[src/rtl/score_pkg.sv]
// Shared types and defaults for the score-event chain.
// The event enum is common to the judge and to the score-counter digits.
package score_pkg;

    typedef enum logic [1:0] {
        EV_NONE,
        EV_PLUS2,
        EV_PLUS1,
        EV_MINUS2
    } score_ev_t;

    localparam int DEFAULT_WINDOW = 8;
    localparam int DEFAULT_GAP    = 2;
    localparam int DEFAULT_DEPTH  = 4;

    // Grade one press from the lit state, the hit flag and the age comparisons.
    function automatic score_ev_t grade_press(
        input logic lit,
        input logic hit_taken,
        input logic early,
        input logic in_window
    );
        score_ev_t ev;
        ev = EV_MINUS2;
        if (lit && !hit_taken && early) begin
            ev = EV_PLUS2;
        end else if (lit && !hit_taken && in_window) begin
            ev = EV_PLUS1;
        end
        return ev;
    endfunction

endpackage

[src/rtl/key_edge.sv]
// Two-flop synchronizer plus rising-edge detector for one asynchronous key.
// A press is reported only against a low level that was actually sampled,
// so a key held through reset does not produce a press on release.
module key_edge (
    input  logic clk_i,
    input  logic rst_i,
    input  logic key_i,
    output logic press_o
);

    logic       s1_q;
    logic       s2_q;
    logic       s3_q;
    logic [2:0] smp_vld_q;

    // Synchronizer chain, edge-detect flop and sample-valid shift register.
    always_ff @(posedge clk_i) begin
        if (rst_i) begin
            s1_q      <= 1'b0;
            s2_q      <= 1'b0;
            s3_q      <= 1'b0;
            smp_vld_q <= 3'b000;
        end else begin
            s1_q      <= key_i;
            s2_q      <= s1_q;
            s3_q      <= s2_q;
            smp_vld_q <= {smp_vld_q[1:0], 1'b1};
        end
    end

    assign press_o = s2_q & ~s3_q & smp_vld_q[2];

endmodule

[src/rtl/score_event_gen.sv]
// Front-end scoring judge: grades key presses against the target LED window
// and issues spaced one-cycle plus2/plus1/minus2 pulses from an event FIFO.
module score_event_gen
    import score_pkg::*;
#(
    parameter int WINDOW = DEFAULT_WINDOW,
    parameter int GAP    = DEFAULT_GAP,
    parameter int DEPTH  = DEFAULT_DEPTH
) (
    input  logic                     clk,
    input  logic                     Reset,
    input  logic                     key_raw,
    input  logic                     target_lit,
    output logic                     plus2,
    output logic                     plus1,
    output logic                     minus2,
    output logic                     overflow,
    output logic [$clog2(DEPTH):0]   pending
);

    localparam int AW    = $clog2(DEPTH);
    localparam int CW    = AW + 1;
    localparam int AGE_W = $clog2(WINDOW + 1);
    localparam int GAP_W = (GAP > 0) ? $clog2(GAP + 1) : 1;

    localparam logic [AGE_W-1:0] AGE_MAX  = AGE_W'(WINDOW);
    localparam logic [AGE_W-1:0] AGE_HALF = AGE_W'(WINDOW / 2);
    localparam logic [GAP_W-1:0] GAP_LD   = GAP_W'(GAP);
    localparam logic [CW-1:0]    FULL_CNT = CW'(DEPTH);

    // Key path
    logic             press;

    // Target window tracking
    logic             lit_q;
    logic             rise;
    logic [AGE_W-1:0] age_q, age_d;
    logic             hit_q, hit_d;
    logic [AGE_W-1:0] eff_age;
    logic             eff_hit;
    score_ev_t        grade_ev;
    logic             grade_pos;

    // Event FIFO
    score_ev_t        mem_q [DEPTH];
    logic [AW-1:0]    wr_q, wr_d;
    logic [AW-1:0]    rd_q, rd_d;
    logic [CW-1:0]    cnt_q, cnt_d;
    logic             full;
    logic             empty;
    logic             push_ok;
    logic             drop;
    score_ev_t        head;

    // Issue stage
    logic             pop;
    logic [GAP_W-1:0] gap_q, gap_d;
    logic             ovf_q, ovf_d;
    logic             plus2_q, plus2_d;
    logic             plus1_q, plus1_d;
    logic             minus2_q, minus2_d;

    key_edge u_key (
        .clk_i   (clk),
        .rst_i   (Reset),
        .key_i   (key_raw),
        .press_o (press)
    );

    // Grade the press of this cycle; a press on the rise cycle sees a fresh window.
    always_comb begin
        rise      = target_lit & ~lit_q;
        eff_age   = rise ? '0 : age_q;
        eff_hit   = rise ? 1'b0 : hit_q;
        grade_ev  = grade_press(target_lit, eff_hit,
                                eff_age < AGE_HALF, eff_age < AGE_MAX);
        grade_pos = (grade_ev == EV_PLUS2) || (grade_ev == EV_PLUS1);

        age_d = age_q;
        if (rise) begin
            age_d = '0;
        end else if (target_lit && (age_q < AGE_MAX)) begin
            age_d = age_q + AGE_W'(1);
        end

        // A positive hit on the rise cycle must survive the rise clear.
        hit_d = hit_q;
        if (rise) begin
            hit_d = 1'b0;
        end
        if (press && grade_pos) begin
            hit_d = 1'b1;
        end
    end

    // Window state: previous lit level, saturating age and one-hit-per-interval flag.
    always_ff @(posedge clk) begin
        if (Reset) begin
            lit_q <= 1'b0;
            age_q <= '0;
            hit_q <= 1'b0;
        end else begin
            lit_q <= target_lit;
            age_q <= age_d;
            hit_q <= hit_d;
        end
    end

    // FIFO bookkeeping, pacing counter and next pulse values.
    always_comb begin
        full    = (cnt_q == FULL_CNT);
        empty   = (cnt_q == '0);
        pop     = !empty && (gap_q == '0);
        push_ok = press && (!full || pop);
        drop    = press && full && !pop;
        head    = mem_q[rd_q];

        wr_d = push_ok ? wr_q + AW'(1) : wr_q;
        rd_d = pop     ? rd_q + AW'(1) : rd_q;

        cnt_d = cnt_q;
        case ({push_ok, pop})
            2'b10:   cnt_d = cnt_q + CW'(1);
            2'b01:   cnt_d = cnt_q - CW'(1);
            default: cnt_d = cnt_q;
        endcase

        gap_d = gap_q;
        if (pop) begin
            gap_d = GAP_LD;
        end else if (gap_q != '0) begin
            gap_d = gap_q - GAP_W'(1);
        end

        ovf_d    = ovf_q | drop;
        plus2_d  = pop && (head == EV_PLUS2);
        plus1_d  = pop && (head == EV_PLUS1);
        minus2_d = pop && (head == EV_MINUS2);
    end

    // Event storage; contents are only meaningful under the count, so no reset.
    always_ff @(posedge clk) begin
        if (push_ok) begin
            mem_q[wr_q] <= grade_ev;
        end
    end

    // FIFO pointers, occupancy, pacing, sticky overflow and registered pulses.
    always_ff @(posedge clk) begin
        if (Reset) begin
            wr_q     <= '0;
            rd_q     <= '0;
            cnt_q    <= '0;
            gap_q    <= '0;
            ovf_q    <= 1'b0;
            plus2_q  <= 1'b0;
            plus1_q  <= 1'b0;
            minus2_q <= 1'b0;
        end else begin
            wr_q     <= wr_d;
            rd_q     <= rd_d;
            cnt_q    <= cnt_d;
            gap_q    <= gap_d;
            ovf_q    <= ovf_d;
            plus2_q  <= plus2_d;
            plus1_q  <= plus1_d;
            minus2_q <= minus2_d;
        end
    end

    assign plus2    = plus2_q;
    assign plus1    = plus1_q;
    assign minus2   = minus2_q;
    assign overflow = ovf_q;
    assign pending  = cnt_q;

endmodule
[config.mk]
export PLATFORM = sky130hd
export DESIGN_NAME = score_event_gen
export DESIGN_NICKNAME = d
export VERILOG_FILES = /design/src/rtl/score_pkg.sv /design/src/rtl/key_edge.sv /design/src/rtl/score_event_gen.sv
export SDC_FILE = /design/constraint.sdc
export NUM_CORES = 1
export LEC_CHECK = 0
export ABC_AREA = 1
export BUFFER_PORTS_ARGS = -buffer_cell sky130_fd_sc_hd__buf_2
export CORE_MARGIN = 2
export CORE_UTILIZATION = 61
export DETAILED_ROUTE_END_ITERATION = 10
export PLACE_DENSITY_LB_ADDON = 0.05
export SLEW_MARGIN = 20
export SYNTH_ARGS = -nofsm -noshare
export SYNTH_HDL_FRONTEND = slang
export SYNTH_HIERARCHICAL = 1
export SYNTH_SLANG_ARGS = --single-unit
[constraint.sdc]
create_clock -name clk -period 2.9 [get_ports clk]
set_input_delay 0.58 -clock clk [delete_from_list [all_inputs] [get_ports clk]]
set_output_delay 0.58 -clock clk [all_outputs]
set_load 0.01 [all_outputs]
==> reports/results.ini <==
[yosys]
synthArstFlopShare_pct = 0
synthCells = 160
synth_area_leaders = dfxtp_1, edfxtp_1, inv_1
yosysSeqAreaShare_pct = 55.9
synth_common_cells = inv_1, nor2_1, dfxtp_1
synth_edf_count = 8
synth_flop_cell = dfxtp_1
syn_nets = 170
yosys_warnings = 6
syn_area_per_cell_um2 = 8.73
synth.distinct_cells = 22
synth-seq-cells = 35
yosysMostFrequentCell = inv_1
synth_top_area_share_pct = 38.7
syn_area_mm2 = 0.00140
yosys.area.top_type = dfxtp_1

[clock_network]
clkTransAtPathRegs_ns = 0.11
htree_levels = 2
post_cts_buffers = 0
cts_buffers = 5
cts_tree = built
clkSinkCount = 35
holdBufCountCts = 0
clk_latency_ns = 0.33
cts_buffer_depth = 2
ctsResizeCount = 0
cts_root_buffer = clkbuf_4

[timing]
worstMarginPinSlew_ns = 0.381
period_share_pct = 59.1
tns_ns = 0
skew_ns = 0.0148
finalMaxSlewViolations = 0
finalSetupViolations = 0
max_freq_mhz = 584
relSlewSlack_pct = 74.5
hold_viol = 0
grt_setup_unrepaired = no
period_minus_slack_ns = 1.71

[critical_path]
crit_chain = inv_1, nand2_2, a21oi_4, nand2_2, fa_1, inv_1, nand4_1, a21oi_1, nor2_1
critPathBufInv = 2
r2r_start = gap_q[0]
cp-start-kind = register
reg2reg_depth = 9
critical_path.startpoint = gap_q[0]
end_kind = register
crit_family = adder cells
worst_ep_arrival_time_ns = 1.94
crit_end = pending[2]
crit_required_ns = 3.13
ff2ff_setup_slack_ns = 1.19
criticalPathCategory = register to register
worst_path_max_delay_cell = fa_1
max_stage_delay_ns = 0.40
r2r_end = pending[2]
cp_max_fo = 7
path_depth = 9

[power_and_ir_drop]
p_clk_share_pct = 22.0
switchingPower_mw = 0.437
cellLeakagePower_nw = 0.671
power_density_mw_per_mm2 = 805
combPwrFrac_pct = 29.4
swShare_pct = 35.2
ir_drop_v = 0.000490
p_seq_share_pct = 48.6
intPower_mw = 0.807

[floorplan]
io_pins = 11
start_util_pct = 63.8
dieHeight_um = 51.9
core-area_mm2 = 0.00219
die_w_um = 51.9
placement_rows = 17
die_area_mm2 = 0.00269

[placement]
dpl.cell_count = 198
hpwl_um = 1650
port-buffer-count = 10
place.gp.congestion = 0.722

[drt]
vias = 1022
routed_wl_um = 2210
drcViolationCount = 0
drtIter0Drc = 18
avgRoutedWirePerCell_um = 10.7
vias_per_cell = 4.96
dr.pass1.iters = 4
drtAntennaViolNets = 0

[global_routing]
grt_overflow = 0
grt_antenna_before_repair = 0
grt_pass1_wl_um = 3740
grt_max_degree = 12
first_global_vias = 909
grt_use_total_pct = 19.9

[cells_and_area]
syn2layout_area_growth_pct = 10.6
fin_cells = 206
drive_gt1_share_pct = 15.2
final_nets = 187
fill_cells = 174
antenna_cells = 0

[run]
cap_violations = 0

[min_path]
hp-class = register to register

[status]
status = completed

[how the worst min path moves through the flow]
stage	start	end	slack (ns)	cells past startpoint
after CTS	u_key/smp_vld_q[1]	u_key/smp_vld_q[2]	0.41	2
after global placement	u_key/s1_q	u_key/s2_q	0.39	2
after detailed placement	u_key/smp_vld_q[0]	u_key/smp_vld_q[1]	0.40	2
final	u_key/s1_q	u_key/s2_q	0.41	2
after global routing	key_raw	u_key/s1_q	0.43	3
after floorplan	u_key/s1_q	u_key/s2_q	0.39	2
[worst register-to-register path, cell delays in order, from the launching register on]
cell and delay (ns):
dfxtp_1 0.33, inv_1 0.08, nand2_2 0.09, a21oi_4 0.21, nand2_2 0.10, fa_1 0.40
inv_1 0.07, nand4_1 0.11, a21oi_1 0.16, nor2_1 0.05
[flip-flops by register name (all words and copies together) (netlist names), named ones only]
signal	count
overflow	1
u_key/s1_q	1
lit_q	1
plus2	1
mem_q	8
hit_q	1
gap_q	2
minus2	1
pending	3
u_key/s3_q	1
age_q	4
plus1	1
rd_q	2
u_key/smp_vld_q	3
wr_q	2
u_key/s2_q	1
[layout by cell type, fill, tap and decap left out, drive strengths merged]
| cell | n |
|---|---|
| nand2 | 21 |
| nor2 | 30 |
| nor3b | 1 |
| nor3 | 1 |
| buf | 10 |
| ha | 5 |
| o21a | 1 |
| o211ai | 1 |
| a21oi | 12 |
| inv | 32 |
| o22ai | 1 |
| clkinvlp | 1 |
| edfxtp | 8 |
| nand4 | 1 |
| dfxtp | 27 |
| o21ai | 11 |
| a41oi | 1 |
| clkbuf | 6 |
| fa | 1 |
| clkinv | 1 |
| nand3 | 6 |
[metrics by stage]
stage	instance area (µm²)	power, mW	hold WS [ns]	util (%)	worst slack (ns)
detailed placement	1480	0.979	0.395	67.7	1.15
CTS	1550	1.25	0.414	70.5	1.19
finish	1550	1.24	0.412	70.5	1.19
global route	1550	1.34	0.428	70.5	1.04
global placement	1480	0.959	0.394	67.7	1.26
floorplan	1400	0.893	0.388	-	1.27
[cell families (layout without fill, tap and decap cells)]
logic type	after synthesis	count (layout)	share of synthesized area [%]
buffers and inverters	32	50	8.59
AOI/OAI and AO/OA	27	27	11.2
and+or+nand+nor	60	60	18.4
DFF	35	35	55.9
adders and majority gates	6	6	5.91
[power by group through the flow]
stage | combinational, mW | clock (mW) | sequential (mW)
after floorplan | 0.272 | 0 | 0.621
after global placement | 0.345 | 0 | 0.614
after detailed placement | 0.362 | 0 | 0.616
after CTS | 0.364 | 0.281 | 0.605
after global routing | 0.422 | 0.303 | 0.612
final | 0.365 | 0.274 | 0.605
[metal layers]
layer	track usage, %	part of all wire [%]
met3	7.76	3.6
met1	22.2	46
met2	33.3	49
met4	9.21	1.5
met5	0	0
[layout make-up]
class | instances | area, µm² | share of cell area (%)
Clock buffer | 6 | 51.3 | 3.32
Clock inverter | 2 | 11.3 | 0.729
Inverter | 32 | 120 | 7.77
Multi-Input combinational cell | 93 | 497 | 32.1
Sequential cell | 35 | 781 | 50.5
Tap cell | 28 | 35.0 | 2.27
Timing Repair Buffer | 10 | 50.0 | 3.24
Note: power is estimated with default switching activity, not from simulation.
